File: src/rtl/led_pattern_pkg.sv
// Shared types and helpers for the LED pattern generator.
// Mode encodings match the cfg_mode_i field of the config port.
package led_pattern_pkg;

    typedef enum logic [1:0] {
        MODE_OFF     = 2'b00,
        MODE_ON      = 2'b01,
        MODE_BLINK   = 2'b10,
        MODE_BREATHE = 2'b11
    } mode_e;

    function automatic int unsigned calc_div(input int unsigned clk_hz,
                                             input int unsigned tick_hz);
        return clk_hz / tick_hz;
    endfunction

endpackage

File: src/rtl/led_channel.sv
// One LED channel: mode/period registers, tick counter, blink phase,
// breathe duty/direction and the registered LED drive.
module led_channel
    import led_pattern_pkg::*;
#(
    parameter int unsigned PWM_BITS       = 8,
    parameter int unsigned PERIOD_W       = 16,
    parameter int unsigned DEFAULT_PERIOD = 500
) (
    input  logic                clk,
    input  logic                rst_n,
    input  logic                tick_i,
    input  logic                wr_i,
    input  mode_e               mode_i,
    input  logic [PERIOD_W-1:0] period_i,
    input  logic [PWM_BITS-1:0] pwm_i,
    output logic                led_o
);

    mode_e               mode_q, mode_d;
    logic [PERIOD_W-1:0] period_q, period_d;
    logic [PERIOD_W-1:0] cnt_q, cnt_d;
    logic                phase_q, phase_d;
    logic [PWM_BITS-1:0] duty_q, duty_d;
    logic                dir_down_q, dir_down_d;
    logic                led_q, led_d;
    logic                step_hit;

    // A zero period behaves as one: every tick is a step.
    assign step_hit = (period_q == '0) || (cnt_q == period_q - 1'b1);

    always_comb begin
        mode_d     = mode_q;
        period_d   = period_q;
        cnt_d      = cnt_q;
        phase_d    = phase_q;
        duty_d     = duty_q;
        dir_down_d = dir_down_q;
        led_d      = 1'b0;

        unique case (mode_q)
            MODE_OFF, MODE_ON: begin
                cnt_d      = '0;
                phase_d    = 1'b0;
                duty_d     = '0;
                dir_down_d = 1'b0;
            end
            MODE_BLINK: begin
                if (tick_i) begin
                    if (step_hit) begin
                        cnt_d   = '0;
                        phase_d = ~phase_q;
                    end else begin
                        cnt_d = cnt_q + 1'b1;
                    end
                end
            end
            MODE_BREATHE: begin
                if (tick_i) begin
                    if (step_hit) begin
                        cnt_d = '0;
                        // At either end the direction flips and duty holds for that step.
                        if (!dir_down_q) begin
                            if (duty_q == {PWM_BITS{1'b1}}) dir_down_d = 1'b1;
                            else                            duty_d     = duty_q + 1'b1;
                        end else begin
                            if (duty_q == '0) dir_down_d = 1'b0;
                            else              duty_d     = duty_q - 1'b1;
                        end
                    end else begin
                        cnt_d = cnt_q + 1'b1;
                    end
                end
            end
        endcase

        if (wr_i) begin
            mode_d     = mode_i;
            period_d   = period_i;
            cnt_d      = '0;
            phase_d    = 1'b0;
            duty_d     = '0;
            dir_down_d = 1'b0;
        end

        unique case (mode_q)
            MODE_OFF:     led_d = 1'b0;
            MODE_ON:      led_d = 1'b1;
            MODE_BLINK:   led_d = phase_q;
            MODE_BREATHE: led_d = (pwm_i < duty_q);
        endcase
    end

    always_ff @(posedge clk or negedge rst_n) begin
        if (!rst_n) begin
            mode_q     <= MODE_OFF;
            period_q   <= PERIOD_W'(DEFAULT_PERIOD);
            cnt_q      <= '0;
            phase_q    <= 1'b0;
            duty_q     <= '0;
            dir_down_q <= 1'b0;
            led_q      <= 1'b0;
        end else begin
            mode_q     <= mode_d;
            period_q   <= period_d;
            cnt_q      <= cnt_d;
            phase_q    <= phase_d;
            duty_q     <= duty_d;
            dir_down_q <= dir_down_d;
            led_q      <= led_d;
        end
    end

    assign led_o = led_q;

endmodule

File: src/rtl/led_pattern_gen.sv
// Multi-channel LED pattern generator: shared tick prescaler and PWM counter,
// config write decode, and one led_channel per LED.
module led_pattern_gen
    import led_pattern_pkg::*;
#(
    parameter int unsigned NUM_LEDS       = 3,
    parameter int unsigned CLK_HZ         = 12_000_000,
    parameter int unsigned TICK_HZ        = 1_000,
    parameter int unsigned PWM_BITS       = 8,
    parameter int unsigned PERIOD_W       = 16,
    parameter int unsigned DEFAULT_PERIOD = 500
) (
    input  logic                clk,
    input  logic                rst_n,
    input  logic                cfg_valid_i,
    output logic                cfg_ready_o,
    input  logic [2:0]          cfg_chan_i,
    input  logic [1:0]          cfg_mode_i,
    input  logic [PERIOD_W-1:0] cfg_period_i,
    output logic                cfg_err_o,
    output logic                tick_o,
    output logic [NUM_LEDS-1:0] led_o
);

    localparam int unsigned DIV   = calc_div(CLK_HZ, TICK_HZ);
    localparam int unsigned PRE_W = $clog2(DIV);

    logic [PRE_W-1:0]    pre_cnt_q, pre_cnt_d;
    logic [PWM_BITS-1:0] pwm_q, pwm_d;
    logic                ready_q, ready_d;
    logic                err_q, err_d;
    logic                pre_last;
    logic                accept;
    logic                chan_ok;

    assign pre_last = (pre_cnt_q == PRE_W'(DIV - 1));
    assign accept   = cfg_valid_i && ready_q;
    assign chan_ok  = (32'(cfg_chan_i) < NUM_LEDS);

    always_comb begin
        pre_cnt_d = pre_last ? '0 : pre_cnt_q + 1'b1;
        pwm_d     = pwm_q + 1'b1;
        ready_d   = 1'b1;
        err_d     = accept && !chan_ok;
    end

    always_ff @(posedge clk or negedge rst_n) begin
        if (!rst_n) begin
            pre_cnt_q <= '0;
            pwm_q     <= '0;
            ready_q   <= 1'b0;
            err_q     <= 1'b0;
        end else begin
            pre_cnt_q <= pre_cnt_d;
            pwm_q     <= pwm_d;
            ready_q   <= ready_d;
            err_q     <= err_d;
        end
    end

    assign tick_o      = pre_last;
    assign cfg_ready_o = ready_q;
    assign cfg_err_o   = err_q;

    for (genvar n = 0; n < NUM_LEDS; n++) begin : g_chan
        logic wr;
        assign wr = accept && (32'(cfg_chan_i) == n);

        led_channel #(
            .PWM_BITS       (PWM_BITS),
            .PERIOD_W       (PERIOD_W),
            .DEFAULT_PERIOD (DEFAULT_PERIOD)
        ) u_chan (
            .clk      (clk),
            .rst_n    (rst_n),
            .tick_i   (pre_last),
            .wr_i     (wr),
            .mode_i   (mode_e'(cfg_mode_i)),
            .period_i (cfg_period_i),
            .pwm_i    (pwm_q),
            .led_o    (led_o[n])
        );
    end

endmodule

File: config.mk
export PLATFORM = sky130hd
export DESIGN_NAME = led_pattern_gen
export DESIGN_NICKNAME = d
export VERILOG_FILES = /design/src/rtl/led_pattern_pkg.sv /design/src/rtl/led_channel.sv /design/src/rtl/led_pattern_gen.sv
export SDC_FILE = /design/constraint.sdc
export NUM_CORES = 1
export LEC_CHECK = 0
export ABC_AREA = 1
export CAP_MARGIN = 20
export CELL_PAD_IN_SITES_DETAIL_PLACEMENT = 1
export CELL_PAD_IN_SITES_GLOBAL_PLACEMENT = 1
export CORE_ASPECT_RATIO = 0.8
export CORE_MARGIN = 3
export CORE_UTILIZATION = 40
export CTS_BUF_LIST = sky130_fd_sc_hd__clkbuf_16
export CTS_CLUSTER_DIAMETER = 60
export DETAILED_ROUTE_END_ITERATION = 8
export HOLD_SLACK_MARGIN = 0.12
export PLACE_DENSITY_LB_ADDON = 0.08
export SYNTH_ARGS = -nofsm -noshare
export SYNTH_HDL_FRONTEND = slang
export SYNTH_SLANG_ARGS = --single-unit
File: constraint.sdc
create_clock -name clk -period 3.2 [get_ports clk]
set_input_delay 0.64 -clock clk [delete_from_list [all_inputs] [get_ports clk]]
set_output_delay 0.64 -clock clk [all_outputs]
set_load 0.005 [all_outputs]
==> metrics <==
# rows 52; YS warnings 0; Initial DRT Pass Iterations 4; Main synth FF type dfrtp_1; vias in the first global route 9750; Min Clock Period, post-route 2774 ps; GR Overflow Total 0; TritonCTS clock tree yes; DR vias/cell 5.196; Slew headroom 53.29%; post-synthesis cell type count 55; Yosys top cell area share 33.13%; dpl cells 1790; Mapped Avg Cell Area 7.489 µm²; Largest stage delay, worst path 560 ps; register area share after synthesis 37.57%; Slowest-stage cell, CP clkdlybuf4s50_1; ANT cells 0; Crit Path Class flip-flop to output port; WL per Instance 16.86 µm; net count after synthesis 1499; critical-path cell list ha_1, nand4_1, nor4_2, clkdlybuf4s50_1; Clock Tree Root clkbuf_16; cell count after synthesis 1422; share of layout cells above drive strength 1 7.750%; Final Net Count 1535; I/O Pins 30; setup bufs post-CTS 0; WP data arrival 2130 ps; largest net degree at the start of global routing 70; count of flip-flops with a built-in enable after synthesis 0; Post-synth top cells 356 x nand2_1, 173 x nor2_1, 163 x inv_1, 141 x dfrtp_1, 95 x o21ai_0; Placement Setup Slack 217.9 ps; Final Util 46.75%; final period utilization 86.70%; die width 188.4 µm; MaxCap Viol Count 0; input/output buffers 29; worst path required time 2560 ps; Final Hold Vio Count 0; DP HPWL 23910 µm; Max IR drop VDD 0.0003964 V; Initial Util 41.33%; Worst Path Max Fanout 4; Worst Setup End Kind output port; Setup Skew 17.95 ps; first-pass GRT wire length 50820 µm; clk sinks 159; Post-CTS Resized 0; Power Dens Cells 529.8 nW/µm²; Area Growth Syn to Fin 13.10%; Startpoint Class flip-flop; Seq cells post-synth 159; vias 9467; H-tree depth reported by CTS 4; Clk Latency, worst-skew pair 440 ps; slew of the pin with the lowest slew margin 700.7 ps; CTS Buffer Depth 2; Slew Viols, Final 0; status finished, final reports clean; # fillers 3243; WL final 30720 µm; cell with the most instances after synthesis nand2_1; die height 151.9 µm; Iter 0 DRT Violations 464; post-synth top area cell dfrtp_1; die area 28630 µm²; Max Fclk 360.4 MHz; Final ANT Viol Nets 0; area of the mapped netlist 10650 µm²; Total Neg Setup Slack 0 ps; total CTS buffers 17; top cells by area, synth dfrtp_1 33%, nand2_1 13%, nor2_1 6.1%; RSZ-0062 raised after global routing false; min-delay worst type input pin to async pin; gpl congestion 0.8198; CP top delay family simple AND/OR/NAND/NOR gates; worst hold margin 221.4 ps; Finish-stage setup viols 0; total track usage 21.85%; CTS Hold Bufs 0; CORE AREA 25760 µm²; initial antenna violation count 0; Worst Path Buf+Inv 1; Worst-path clk slew 70 ps; DRC 0; final worst slack 425.6 ps; Pleak 5.534 nW; asr flop ratio synth 100.0%; Final Non-Filler Cells 1822
## cell type report
| cell class | count | area (µm²) | area share, % |
|---|---|---|---|
| multi-input cells | 1067 | 5856 | 48.62 |
| clock buffers | 17 | 425.4 | 3.532 |
| repair buffers | 45 | 424.2 | 3.522 |
| well taps | 351 | 439.2 | 3.646 |
| inverters | 168 | 630.6 | 5.236 |
| clock inverters | 15 | 267.8 | 2.223 |
| flip-flops and latches | 159 | 4001 | 33.22 |
## power breakdown
part / internal, mW / leakage (nW) / switching (mW)
clock network: 1.55 / 0.342 / 0.912
registers: 2.24 / 2.06 / 0.267
logic: 0.497 / 3.13 / 0.918
## worst reg2reg max path, cell delays in order (launching register included)
cell	delay, ps
dfrtp_1	420
inv_1	140
ha_1	210
nand2_1	110
nor2_4	170
nand3_1	150
nor2_1	100
o21ai_0	100
nand2_1	110
o21ai_1	80
nor2_1	90
nand2_1	60
nor2_1	90
nand2_1	130
a21oi_2	560
nor2_1	110
## metal layers
| layer | global-route usage [%] | vias to the layer above | wire [µm] | share of wire [%] |
|---|---|---|---|---|
| met4 | 4.467 | 0 | 323 | 1.1 |
| li1 | - | 4698 | - | - |
| met2 | 35.07 | 86 | 13950 | 45 |
| met1 | 31.42 | 4663 | 15730 | 51 |
| met3 | 3.432 | 20 | 718 | 2.3 |
| met5 | 0 | - | 0 | 0 |
## per-stage QoR
| step | total power, mW | cell area [µm²] |
|---|---|---|
| floorplan | 3.498 | 10650 |
| global placement | 3.909 | 11350 |
| detailed placement | 3.960 | 11350 |
| CTS | 6.449 | 12040 |
| global route | 6.744 | 12040 |
| finish | 6.381 | 12040 |
## layout by cell type, fill, tap and decap left out, types with 3 or more instances in the layout
cell             instances
dfstp_2                 18
inv_1                  165
inv_2                    5
xnor2_1                 37
ha_1                    50
fa_1                     3
xor2_1                  67
clkbuf_16               17
nand3b_1                 5
o21a_1                   3
a21oi_1                 44
nand3_1                 69
o31ai_1                  9
clkdlybuf4s50_1         28
buf_4                   15
nor3_1                  21
o21ai_0                 95
nor2_4                   5
bufinv_16                7
o211ai_1                 8
nand3_2                  4
nor4_1                  12
dfrtp_1                141
nand4_1                 48
nor2_1                 173
nand2_2                  8
a31oi_1                  4
or2_2                    4
nand2_1                356
nor2_2                  12
## flip-flops by register name (all words and copies together) (netlist names)
| signal | cells |
|---|---|
| pwm_q | 8 |
| g_chan.u_chan.led_o | 3 |
| cfg_ready_o | 1 |
| pre_cnt_q | 14 |
| g_chan.u_chan.cnt_q | 48 |
| g_chan.u_chan.mode_q | 6 |
| g_chan.u_chan.duty_q | 24 |
| g_chan.u_chan.dir_down_q | 3 |
| cfg_err_o | 1 |
| g_chan.u_chan.period_q | 48 |
| g_chan.u_chan.phase_q | 3 |
## worst paths after layout
check	startpoint	to	slack, ps	cells after the start
max	pre_cnt_q[0]	tick_o	430	4
min	rst_n	g_chan[0].u_chan.period_q[10]	220	1
max reg2reg	g_chan[1].u_chan.period_q[0]	g_chan[1].u_chan.cnt_q[4]	430	15
min reg2reg	pre_cnt_q[0]	pre_cnt_q[0]	460	1
max in group asynchronous	rst_n	pwm_q[6]	2150	2
min in group clk	pre_cnt_q[0]	pre_cnt_q[0]	460	1
## logic make-up after synthesis
family          count (synthesis)  synth area share (%)
compound gates                178                 9.376
xor+xnor                      104                 8.554
fa+ha+maj                      53                 6.439
buf+inv                       196                 7.437
flops                         159                 37.57
other cells                     1               0.03521
simple gates                  731                 30.58
(Power assumes the default switching activity.)
